### src/rtl/irq_entry_seq.sv
// MSP430 interrupt entry sequencer: arbitrates maskable requests at an instruction
// boundary, then pushes PC/SR, clears SR, fetches the vector and loads PC.
// Optional build macro IRQ_NMI_EN adds an edge-triggered non-maskable request.
module irq_entry_seq #(
  parameter int          NUM_IRQ  = 8,
  parameter logic [15:0] VEC_BASE = 16'hFFE0
) (
  input  logic               clk,
  input  logic               rst,
`ifdef IRQ_NMI_EN
  input  logic               nmi,
`endif
  input  logic [NUM_IRQ-1:0] irq_req,
  output logic [NUM_IRQ-1:0] irq_ack,
  input  logic               instr_boundary,
  input  logic [15:0]        pc_in,
  input  logic [15:0]        sr_in,
  input  logic [15:0]        sp_in,
  output logic               cpu_hold,
  output logic               pc_wr,
  output logic               sr_wr,
  output logic               sp_wr,
  output logic [15:0]        pc_next,
  output logic [15:0]        sr_next,
  output logic [15:0]        sp_next,
  output logic [15:0]        mem_addr,
  output logic [15:0]        mem_wdata,
  output logic               mem_we,
  output logic               mem_re,
  input  logic [15:0]        mem_rdata,
  input  logic               mem_rdy
);
  localparam int IW = (NUM_IRQ > 1) ? $clog2(NUM_IRQ) : 1;

  localparam logic [1:0] S_IDLE     = 2'd0;
  localparam logic [1:0] S_PUSH_PC  = 2'd1;
  localparam logic [1:0] S_PUSH_SR  = 2'd2;
  localparam logic [1:0] S_READ_VEC = 2'd3;

  logic [1:0]    state_q, state_d;
  logic [IW-1:0] idx_q, win_idx;
  logic [15:0]   pc_q, sr_q, sp_q, vec_addr;
  logic          nmi_svc_q, nmi_pend, grant, done;

  // Ascending scan: the last (highest) set index wins.
  always_comb begin
    win_idx = '0;
    for (int i = 0; i < NUM_IRQ; i++)
      if (irq_req[i]) win_idx = IW'(i);
  end

  assign grant = (state_q == S_IDLE) && instr_boundary &&
                 (nmi_pend || (sr_in[3] && |irq_req));
  assign done  = (state_q == S_READ_VEC) && mem_rdy;

`ifdef IRQ_NMI_EN
  logic nmi_q, nmi_pend_q, nmi_repend_q, nmi_edge;
  assign nmi_edge = nmi & ~nmi_q;
  assign nmi_pend = nmi_pend_q;

  // The pending flag stays up during its own sequence, so a fresh edge seen
  // meanwhile is remembered separately and re-arms the flag at completion.
  always_ff @(posedge clk or negedge rst) begin
    if (!rst) begin
      nmi_q        <= 1'b0;
      nmi_pend_q   <= 1'b0;
      nmi_repend_q <= 1'b0;
    end else begin
      nmi_q <= nmi;
      if (done && nmi_svc_q) begin
        nmi_pend_q   <= nmi_edge | nmi_repend_q;
        nmi_repend_q <= 1'b0;
      end else begin
        nmi_pend_q <= nmi_pend_q | nmi_edge;
        if (nmi_edge && nmi_svc_q && state_q != S_IDLE) nmi_repend_q <= 1'b1;
      end
    end
  end
`else
  assign nmi_pend = 1'b0;
`endif

  assign vec_addr = nmi_svc_q ? 16'hFFFC : VEC_BASE + (16'(idx_q) << 1);
  assign cpu_hold = (state_q != S_IDLE);

  always_comb begin
    state_d   = state_q;
    mem_we    = 1'b0;
    mem_re    = 1'b0;
    mem_addr  = '0;
    mem_wdata = '0;
    sp_wr     = 1'b0;
    sp_next   = '0;
    sr_wr     = 1'b0;
    sr_next   = '0;
    pc_wr     = 1'b0;
    pc_next   = '0;
    irq_ack   = '0;
    case (state_q)
      S_IDLE: if (grant) state_d = S_PUSH_PC;
      S_PUSH_PC: begin
        mem_we    = 1'b1;
        mem_addr  = sp_q - 16'd2;
        mem_wdata = pc_q;
        if (mem_rdy) begin
          sp_wr   = 1'b1;
          sp_next = sp_q - 16'd2;
          state_d = S_PUSH_SR;
        end
      end
      S_PUSH_SR: begin
        mem_we    = 1'b1;
        mem_addr  = sp_q - 16'd4;
        mem_wdata = sr_q;
        if (mem_rdy) begin
          sp_wr   = 1'b1;
          sp_next = sp_q - 16'd4;
          sr_wr   = 1'b1;
          sr_next = sr_q & 16'h0040;
          state_d = S_READ_VEC;
        end
      end
      default: begin
        mem_re   = 1'b1;
        mem_addr = vec_addr;
        if (mem_rdy) begin
          pc_wr   = 1'b1;
          pc_next = mem_rdata & 16'hFFFE;
          for (int i = 0; i < NUM_IRQ; i++)
            irq_ack[i] = !nmi_svc_q && (idx_q == IW'(i));
          state_d = S_IDLE;
        end
      end
    endcase
  end

  always_ff @(posedge clk or negedge rst) begin
    if (!rst) begin
      state_q   <= S_IDLE;
      idx_q     <= '0;
      pc_q      <= '0;
      sr_q      <= '0;
      sp_q      <= '0;
      nmi_svc_q <= 1'b0;
    end else begin
      state_q <= state_d;
      if (grant) begin
        idx_q     <= win_idx;
        pc_q      <= pc_in;
        sr_q      <= sr_in;
        sp_q      <= sp_in & 16'hFFFE;
        nmi_svc_q <= nmi_pend;
      end
    end
  end
endmodule

### config.mk
export PLATFORM = sky130hd
export DESIGN_NAME = irq_entry_seq
export DESIGN_NICKNAME = d
export VERILOG_FILES = /design/src/rtl/irq_entry_seq.sv
export SDC_FILE = /design/constraint.sdc
export NUM_CORES = 1
export LEC_CHECK = 0
export ABC_AREA = 1
export CORE_ASPECT_RATIO = 0.6
export CORE_MARGIN = 2
export CORE_UTILIZATION = 38
export CTS_BUF_LIST = sky130_fd_sc_hd__clkbuf_4 sky130_fd_sc_hd__clkbuf_8
export DETAILED_ROUTE_END_ITERATION = 10
export MAX_ROUTING_LAYER = met4
export PLACE_DENSITY = 0.79
export SLEW_MARGIN = 20
export SYNTH_ARGS = -nofsm -noshare
export SYNTH_HDL_FRONTEND = slang
export SYNTH_SLANG_ARGS = --single-unit
### constraint.sdc
create_clock -name clk -period 1.55 [get_ports clk]
set_clock_uncertainty 0.1 [all_clocks]
set_input_delay 0.31 -clock clk [delete_from_list [all_inputs] [get_ports clk]]
set_output_delay 0.31 -clock clk [all_outputs]
set_load 0.03 [all_outputs]
[Word level (Yosys, flattened, before mapping)]
Cells that the tools add are included.
Operators by class
  reduce and logical (&&, ||, !) cells: 11
  eq/ne operators: 12
  mux-type cells: 29
  $add $sub $neg: 3
Operator list (count)
  $mux W16: 4
  $pmux W16 S2: 2
  $pmux W16 S3: 1
  $mux W8: 2
  $sub A16 B2 Y16 const B: 1
  $sub A16 B3 Y16 const B: 1
  $mux W7: 2
  $eq A3 B3 Y1 const B: 4
  $mux W2: 6
  $mux W3: 4
  $reduce_or A8 Y1: 1
  $add A6 B5 Y7 const A: 1
  $mux W1: 7
  $eq A3 B2 Y1 const B: 2
  $ne A2 B2 Y1 const B: 3
  $pmux W2 S3: 1
  $reduce_and A4 Y1: 1
  $reduce_bool A2 Y1: 2
  $eq A3 B1 Y1 const B: 1
  $logic_and A1 B1 Y1: 3
  $logic_not A3 Y1: 1
  $reduce_or A3 Y1: 1
  $eq A2 B1 Y1 const B: 1
  $eq A2 B2 Y1 const B: 1
  2 further kinds: 2
Word-level totals
  output and inout port bits: 94
  register bits after elaboration: 52
  word-level logic and storage cells: 60

[Depth between registers and ports, before layout]
Gate-level depths: netlist of run 1.
  word-level depth: 7
  gate-level depth with buffers: 11

[Worst setup path after synthesis of run 1]
OpenSTA, ideal clock, no wires.
  path kind: reg-to-output
  start point: register state_q[0]
  end point: output mem_wdata[10]
  data arrival time: 1867 ps
  cell stages (with the launch flop): 6
  path slack: -727 ps
  path buffers: 1
  cells stage by stage: dfrtp_1 > inv_1 > ha_1 > clkinv_1 > buf_1 > a21oi_1
Between the ends
  word-level cells in the longest chain between the ends: 2
  elaborated cells between the ends (all ways): 3
Ends and longest elaborated chain
  from (decl): RTL line 40  | logic [1:0] state_q, state_d;
  from (signal assigned): RTL line 146  | state_q <= state_d;
  $eq A2 B2 Y1 / $eq A2 B1 Y1 (equally long branches): RTL line 99  | case (state_q)
  $pmux W16 S2 (*): RTL line 99
  to (decl): RTL line 27  | output logic [15:0] mem_wdata,
Every way passes the cells marked *; elsewhere a longest branch is shown, timed or not.

[Worst setup path after layout of run 1]
  start point: register sp_q[2]
  end point: output sp_next[8]
Between the ends
  word-level cells in the longest chain between the ends: 3
  elaborated cells between the ends (all ways): 5
Ends and longest elaborated chain
  from (decl): RTL line 42  | logic [15:0] pc_q, sr_q, sp_q, vec_addr;
  from (signal assigned): RTL line 151  | sp_q <= sp_in & 16'hFFFE;
  $sub A16 B3 Y16 / $sub A16 B2 Y16 (equally long branches): RTL line 117, 107
  $mux W16, on equally long branches: RTL line 115, 105
  $pmux W16 S2 (*): RTL line 99
  to (decl): RTL line 25  | output logic [15:0] sp_next,
Marked as above.

==> results.tsv, run 1 <==
stage	metric	value	unit
timing	Final setup viols	128	
logic_synthesis	Synth Area in XOR/XNOR	0.00495	
final_layout	area grow syn2layout	139	%
routing	first-pass iteration count of the detailed router	8	
logic_synthesis	count leader, synth	nand2_1	
routing	post-DR vias/cell	6.31	
place	hpwl dp	9440	um
timing	Final WS setup	-1.25	ns
run	max-cap viol count	0	
logic_synthesis	syn avg cell area	6.60	um2
setup_path	Required @ worst endpoint	1.14	ns
global_route	gr usage total	0.372	
logic_synthesis	Synth Area in Adders	0.0212	
place	pre-CTS WS	-0.421	ns
setup_path	Crit. End Element	primary output	
setup_path	Slowest cell on crit path	dfrtp_1	
outcome	failing checks	setup timing	
pwr	clock share of power	0.047	
final_layout	Total Nets Final	870	
logic_synthesis	yosys warns	0	
global_route	global-route wire length before repair	28100	um
setup_path	setup slack, reg-to-reg	-0.56	ns
die	core area	9120	um2
setup_path	Worst path most repeated cell	nand2_4	
pwr	leak pwr	3.78	nW
setup_path	Arr. time, crit path	2.39	ns
clocking	H-tree depth	2	
logic_synthesis	ys async rst share	1.00	
setup_path	R2R depth	12	
setup_path	Reg-to-Reg Start	state_q[1]$_DFFE_PN0P_	
pwr	switching power share of the total	0.548	
timing	Tcrit/Tclk final	1.81	
timing	Max Slew Vio Count	0	
place	port bufs	149	
clocking	Worst-path clk slew	0.12	ns
global_route	total congestion overflow	0	
routing	drt total wl	25600	um
logic_synthesis	synthesized-area fraction occupied by and/or/nand/nor cells	0.369	
global_route	largest net degree at the start of global routing	53	
logic_synthesis	Synth area leaders	dfrtp_1 37%, nand2_1 21%, inv_1 5.8%	
die	row cnt	27	
routing	wire per inst	28.3	um
die	Die Y	78.7	um
logic_synthesis	complex-gate fraction of the synthesized area	0.104	
routing	Post-DRT Antenna Nets	0	
clocking	CTS root buf	clkbuf_8	
pwr	VDD IR max	1660	uV
global_route	number of global-route vias before repair	5136	
logic_synthesis	Synth top cells by count	201 x nand2_1, 55 x inv_1, 52 x dfrtp_1	
timing	max frequency	0.357	GHz
setup_path	Setup CP Type	flop to primary output	
routing	residual DRC count	0	
place	routability cong.	0.941	
final_layout	Register Area	1310	um2
die	Starting Density	0.388	
setup_path	crit-path max FO	4	
logic_synthesis	Post-Syn Instances	536	
setup_path	CP Cell Sequence	inv_2, ha_4, nand2_4, nor2_4, buf_4, nand3_2, nand2_2, nand2_4, a21oi_4, buf_12	
setup_path	RR Endpoint	pc_q[2]$_DFFE_PN0P_	
outcome	outcome	finished, violations left	
pwr	switching power	0.0109	W
die	Die W	129	um
global_route	initial antenna violation count	1	
final_layout	multi-input logic area	3620	um2
clocking	worst-case clock buffer depth	2	
logic_synthesis	EDFF count, synth	0	
setup_path	max incr delay on CP	0.45	ns
logic_synthesis	sequential-to-total area share from yosys stat	0.368	
logic_synthesis	main flop type after synthesis	dfrtp_1	
logic_synthesis	Yosys cell types	33	
pwr	Reg power frac	0.145	
die	# IOs	170	
logic_synthesis	mux cell area share after synthesis	0	
final_layout	fin util	0.929	
logic_synthesis	synthesized flop and latch total	52	
clocking	Num CTS Buffers	5	
final_layout	filler instances	248	
routing	vias	5717	
place	DP Area	6160	um2
pwr	power per cell area	2340	nW/um2
die	die area	10100	um2
pwr	Logic pwr share	0.808	
logic_synthesis	mapped cell area	3540	um2
pwr	total power	0.0198	W
timing	Final Hold Vio Count	0	
clocking	TritonCTS clock tree	built	
clocking	Worst-Skew Late Latency	0.36	ns
timing	RSZ-0062 raised after global routing	yes	
setup_path	Critical Path Start Type	flop	
logic_synthesis	main combinational cell family by area after synthesis	simple AND/OR/NAND/NOR gates	
logic_synthesis	leading area contributor after synthesis	dfrtp_1	
timing	Final TNS setup	-83.78	ns
final_layout	share of cells above drive strength 1	0.638	
final_layout	Finished Cell Area	8470	um2
logic_synthesis	post-synth top area share	0.368	
timing	Period minus WS final	2.80	ns
min_path	HP Class	input pin to asynchronous set/reset pin	
clocking	Sink Count	52	
routing	DRC marker count from the first detailed-route iteration	648	
pwr	P_int	0.00895	W
-- cell usage in the layout, fill, tap and decap left out, types with 5 or more instances in the layout --
| master | count |
|---|---|
| buf_6 | 99 |
| nand2_2 | 77 |
| nand2_1 | 76 |
| clkdlybuf4s50_1 | 72 |
| buf_4 | 53 |
| dfrtp_1 | 47 |
| nand2_4 | 46 |
| nor2_4 | 43 |
| inv_1 | 38 |
| buf_12 | 27 |
| a21oi_4 | 26 |
| o21ai_2 | 21 |
| nand3_2 | 18 |
| conb_1 | 18 |
| nand3_4 | 15 |
| nor2_1 | 11 |
| nand3_1 | 10 |
| inv_2 | 8 |
| nand2_8 | 8 |
| buf_16 | 7 |
| nor2_2 | 6 |
| ha_4 | 6 |
| inv_4 | 5 |
| o21ai_4 | 5 |
| clkbuf_8 | 5 |
| dfrtp_2 | 5 |
-- power by group through the flow --
stage / clock network, W / logic [W] / registers (W)
after floorplan: 0 / 0.00643 / 0.00244
after global placement: 0 / 0.00937 / 0.00245
after detailed placement: 0 / 0.00957 / 0.00247
after CTS: 0.000851 / 0.0129 / 0.00254
after global routing: 0.000961 / 0.0163 / 0.00289
final: 0.000928 / 0.0160 / 0.00287
-- cell families (layout without fill, tap and decap cells) --
logic type,after synthesis,after routing
compound gates,70,70
xor+xnor,2,2
fa+ha+maj,6,6
buf+inv,95,329
flops,52,52
other cells,1,19
simple gates,310,312
-- worst max-delay path by stage --
stage	slack (ns)	cells after the start	to	start
6_report	-1.25	10	sp_next[8]	sp_q[2]$_DFFE_PN0P_
3_3_place_gp	-0.36	6	pc_next[10]	mem_rdy
3_5_place_dp	-0.42	8	sp_q[7]$_DFFE_PN0P_	irq_req[7]
4_1_cts	-0.72	9	sp_next[10]	sp_q[2]$_DFFE_PN0P_
5_1_grt	-1.20	10	sp_next[8]	sp_q[2]$_DFFE_PN0P_
2_1_floorplan	-0.25	5	sp_next[11]	state_q[0]$_DFFE_PN0P_
-- registers in the layout (all words and copies together), names as in the netlist --
name,count
pc_q,16
sr_q,16
sp_q,15
idx_q,3
state_q,2
-- stage by stage --
step / hold slack (ns) / instances
floorplan: -0.0856 / 553
global placement: 0.224 / 845
detailed placement: 0.223 / 845
CTS: 0.384 / 890
global route: 0.373 / 906
finish: 0.366 / 906
-- metal layers --
layer | vias to the layer above | track usage | routed length, um
li1 | 2149 | - | -
met1 | 2663 | 0.442 | 8110
met2 | 630 | 0.606 | 10900
met3 | 275 | 0.0876 | 4000
met4 | 0 | 0.173 | 2610
met5 | - | - | 0
-- worst max-delay path: cells and delay by family, from the launching register on --
kind,cells,cell delay (ns)
and+or+nand+nor,5,0.52
buffers and inverters,3,0.50
DFF,1,0.45
AOI/OAI and AO/OA,1,0.29
adders and majority gates,1,0.25
-- final cells by class --
| type | count | share of cell area |
|---|---|---|
| flip-flops and latches | 52 | 0.154 |
| well taps | 116 | 0.0171 |
| multi-input cells | 408 | 0.427 |
| repair buffers | 264 | 0.359 |
| diodes | 1 | 0.000295 |
| inverters | 57 | 0.0316 |
| clock inverters | 3 | 0.00266 |
| clock buffers | 5 | 0.00812 |
-- what timing repair did --
action / in CTS / in global routing
gates resized for setup: 262 / 167
setup endpoints to repair: 126 / 128
hold buffers: 1 / 0
buffers inserted: 26 / 27
hold endpoints to repair: 52 / 0
pin swaps: 73 / 67
cloned: 13 / 0
Note: power is estimated with default switching activity, not from simulation.
==> run 2, diff against run 1 <==
--- a/config.mk
+++ b/config.mk
@@ -10,6 +10,7 @@
 export CORE_MARGIN = 2
 export CORE_UTILIZATION = 38
 export CTS_BUF_LIST = sky130_fd_sc_hd__clkbuf_4 sky130_fd_sc_hd__clkbuf_8
+export CTS_CLUSTER_SIZE = 40
 export DETAILED_ROUTE_END_ITERATION = 10
 export MAX_ROUTING_LAYER = met4
 export PLACE_DENSITY = 0.79
==> results of run 2 <==
Same layout as run 1: the final DEF is identical, and so are final timing and power.
==> RTL edit 1 (flow settings as in run 1) <==
The option `IRQ_NMI_EN` is turned on by a define.
--- a/src/rtl/irq_entry_seq.sv
+++ b/src/rtl/irq_entry_seq.sv
@@ -3,2 +3,4 @@
 // Optional build macro IRQ_NMI_EN adds an edge-triggered non-maskable request.
+`define IRQ_NMI_EN
+
 module irq_entry_seq #(
Ports: changed (added nmi); port bits go from 170 to 171. The function was not compared with the original's and may differ.
==> RTL edit 1 against run 1 <==
The flow now stops in global routing; area after synthesis grew 2.2%.
==> RTL edit 1: results (changes against run 1) <==
synthesis:
  synth_mux_area_frac: 0  # unchanged
  post_synth_inst_count: 546  # +1.9%
  ys_dominant_reg_cell: "sky130_fd_sc_hd__dfrtp_1"
  synth.yosys.seq_area_share: 0.387  # +0.0197
  synth-compound-area-share: 0.108  # +0.00466
  async_reset_ff_frac: 1.00  # unchanged
  synth_commonest_cells: "168 x sky130_fd_sc_hd__nand2_1, 71 x sky130_fd_sc_hd__nand3_1, 64 x sky130_fd_sc_hd__nor2_1"
  synth_area_leaders: "sky130_fd_sc_hd__dfrtp_1 39%, sky130_fd_sc_hd__nand2_1 17%, sky130_fd_sc_hd__nand3_1 9.8%"
  yosys.area_share.adder: 0.0242  # +0.00300
  post_synth_num_cell_types: 26  # -21%
  yosys.area_share.xor_xnor: 0.00484  # -0.000108
  ys_warn_count: 0  # unchanged
outcome:
  haltStage: "global routing"
  status: "did not finish"
  error_line: "[ERROR DPL-0038] Utilization greater than 100%, impossible to legalize"
clock_network:
  h_tree_levels: 2  # unchanged
  tritoncts_buffers: 5  # unchanged
  cts-root-to-sink-buffers: 2  # unchanged
  cts.sink_count: 56  # +7.7%
  cts-root-buf: "sky130_fd_sc_hd__clkbuf_8"
timing:
  worst_endpoint_type: "output port"
  globalroute.repair_timing.worst_endpoint: "sp_next[6]"
placement:
  routabilityCongestion: 0.900  # -4.3%
  post-dp-hpwl_um: 10300  # +9.1%
  buffer_ports.inserted: 150  # +0.67%
  number_of_placed_cells_counting_well_taps: 876  # +3.7%
  placement.setup.worst_slack_ns: -0.489  # -0.0673 ns
global_route:
  maximum_number_of_pins_on_one_net_before_global_route_repair: 57
## RTL edit 1: changes by cell type after synthesis, sizes merged, moves of 5 or more
cell and delta:
a21oi +5, nand3 +28, buf -7, clkbuf +10, nand2 -36
## RTL edit 1: metrics by stage
step | instance area [um^2] | setup TNS (ns) | util
after CTS | 8520 | -56.56 | 0.924
after detailed placement | 6450 | -42.03 | 0.700
after global placement | 6450 | -38.32 | 0.700
after floorplan | 4650 | -12.08 | -
## RTL edit 1: timing repair
item | 4_1_cts
pin swaps | 66
gates resized for setup | 296
endpoints found under the hold margin | 56
hold buffers | 1
gates cloned | 20
buffers inserted | 36
endpoints found under the setup margin | 129
## RTL edit 1: cell families after synthesis
kind of cell / after synthesis
other cells: 1
flops: 56
compound gates: 73
fa+ha+maj: 7
buf+inv: 100
simple gates: 307
xor+xnor: 2
==> RTL edit 2 (flow settings as in run 1) <==
Without the edit above. Put a register stage on the output `irq_ack`, cleared by the reset. The value now appears one clock later. The other outputs are not delayed to match.
--- a/src/rtl/irq_entry_seq.sv
+++ b/src/rtl/irq_entry_seq.sv
@@ -38,2 +38,4 @@
   localparam logic [1:0] S_READ_VEC = 2'd3;
+
+  logic [NUM_IRQ-1:0] irq_ack_d;
 
@@ -97,3 +99,3 @@
     pc_next   = '0;
-    irq_ack   = '0;
+    irq_ack_d = '0;
     case (state_q)
@@ -129,3 +131,3 @@
           for (int i = 0; i < NUM_IRQ; i++)
-            irq_ack[i] = !nmi_svc_q && (idx_q == IW'(i));
+            irq_ack_d[i] = !nmi_svc_q && (idx_q == IW'(i));
           state_d = S_IDLE;
@@ -155,2 +157,10 @@
   end
+  always_ff @(posedge clk or negedge rst) begin
+    if (!rst) begin
+      irq_ack <= '0;
+    end else begin
+      irq_ack <= irq_ack_d;
+    end
+  end
+
 endmodule
Function: changed (a bounded check fails within 4 cycles, from zero or initial values and one cycle with rst low).
==> RTL edit 2 against run 1 <==
The flow still finishes with violations (negative setup slack); design area is 2.0% higher; sequential power is 7.7% higher; sequential cell count is 8 higher; area after synthesis is 6.1% higher; routed wire length is 15% lower; worst setup slack better by 0.27 ns; combinational power is 5% lower; critical path depth is 2 lower; power is 0.75% higher; critical endpoint is now sp_next[15].
==> RTL edit 2: results (changes against run 1) <==
placement:
  post-dp-hpwl_um: 10200  # +8.3%
  routabilityCongestion: 0.898  # -4.6%
  dpl_cell_area_um2: 6320  # +2.6%
clock_network:
  tritoncts_buffers: 9  # +4
  h_tree_levels: 3  # +1
  worst_setup_hold_path_clk_slew_ns: 0.08  # -0.04 ns
timing:
  setup_slack_after_layout_ns: -0.987  # +0.268 ns
  setup-violations-final: 128  # unchanged
drt:
  drt-vias-per-instance: 5.64  # -11%
  detail_route.first_pass.iterations: 6  # -2
  drt_iter0_drc: 429  # -34%
  wire_per_inst_um: 23.5  # -17%
synthesis:
  yosys.area_share.adder: 0.0200  # -0.00122
  synth-compound-area-share: 0.0966  # -0.00697
  post_synth_num_cell_types: 32  # -3.0%
  synth.yosys.seq_area_share: 0.400  # +0.0321
  ys_dominant_reg_cell: "sky130_fd_sc_hd__dfrtp_1"
  yosys.area_share.xor_xnor: 0.00467  # -0.000285
  ys_warn_count: 0  # unchanged
power:
  worst_ir_drop_vdd_mv: 1.20  # -28%
  cellLeakagePower_uw: 0.00392  # +3.7%
global_route:
  initial_antenna_violation_count: 0  # -1
  maximum_number_of_pins_on_one_net_before_global_route_repair: 61  # +15%
  via_count_of_the_first_global_routing_pass: 5164  # +0.55%
  grt.total_usage: 0.362  # -0.00985
layout:
  num-fill-cells: 402  # +62%
  seqCellArea_um2: 1510  # +16%
  antenna_cells: 0  # -1
  nets: 876  # +0.69%
  post_route_cells_drive_above_1_share: 0.596  # -0.0418
outcome:
  failing_checks: "negative setup slack"
  status: "complete, but fails checks"
critical_path:
  arrival_ns: 2.13  # -0.26 ns
  worstPathMaxFanout: 6  # +2
floorplanning:
  floorplan.die.width_um: 132  # +2.9%
RTL edit 2: cell count changes after synthesis, moves of 2 or more:
cell,delta
sky130_fd_sc_hd__dfrtp_1,+8
sky130_fd_sc_hd__nor2_1,-6
sky130_fd_sc_hd__clkbuf_1,-2
sky130_fd_sc_hd__inv_2,+2
sky130_fd_sc_hd__nor2_2,+2
sky130_fd_sc_hd__nor2_4,+2
RTL edit 2: where the power goes:
group          total, uW  internal (uW)  switching [uW]
Combinational      15200           6630            8540
Clock               1700            984             719
Sequential          3090           2230             855
Total              20000           9840           10100
RTL edit 2: metrics by stage:
stage / setup TNS (ns) / setup slack [ns] / std cells
finish: -71.54 / -0.987 / 934
global route: -73.76 / -0.996 / 934
floorplan: -10.25 / -0.243 / 561
global placement: -35.73 / -0.404 / 861
CTS: -52.07 / -0.756 / 918
detailed placement: -39.77 / -0.474 / 861
RTL edit 2: worst max-delay path: stages (launching register included):
cell and delay [ns]:
sky130_fd_sc_hd__dfrtp_2 0.49, sky130_fd_sc_hd__nor2_4 0.21, sky130_fd_sc_hd__inv_4 0.08, sky130_fd_sc_hd__nor2_4 0.22, sky130_fd_sc_hd__nand2_1 0.14, sky130_fd_sc_hd__nand2_1 0.14, sky130_fd_sc_hd__nand3_2 0.14, sky130_fd_sc_hd__a21oi_4 0.18
sky130_fd_sc_hd__buf_6 0.15
RTL edit 2: logic make-up (layout without fill, tap and decap cells):
logic type / after synthesis / after routing
AO/OA/AOI/OAI: 70 / 70
XOR/XNOR: 2 / 2
adder cells (fa/ha/maj): 6 / 6
buffers and inverters: 96 / 333
flip-flops: 60 / 60
other: 1 / 18
AND/OR/NAND/NOR: 309 / 310
RTL edit 2: final timing paths:
kind	end	slack [ns]	cells after the start
max in group asynchronous	sp_q[4]$_DFFE_PN0P_	0.67	3
max	sp_next[15]	-0.99	8
max reg2reg	state_q[1]$_DFFE_PN0P_	-0.46	13
min in group clk	sr_q[14]$_DFFE_PN0P_	0.38	3
min	sp_q[5]$_DFFE_PN0P_	0.37	3
min reg2reg	sr_q[15]$_DFFE_PN0P_	0.39	2
RTL edit 2: metal layers:
metal	up-vias	track usage	wire length, um
met2	460	0.623	10500
met5	-	-	0
met4	0	0.163	1580
li1	2166	-	-
met3	162	0.107	2100
met1	2479	0.397	7780
RTL edit 2: area by class of cell:
cell class / count / share of cell area
sequential: 60 / 0.175
clock inverter: 4 / 0.00840
timing repair buffer: 259 / 0.350
inverter: 58 / 0.0314
clock buffer: 12 / 0.0177
tap: 135 / 0.0195
multi-input combinational: 406 / 0.398
RTL edit 2: what timing repair did:
item / 4_1_cts / 5_1_grt
gates resized for setup: 265 / 135
endpoints found under the hold margin: 60 / 0
setup endpoints to repair: 130 / 129
pin swaps: 48 / 36
hold buffers: 1 / 0
gates cloned: 14 / 0
setup buffers: 28 / 22
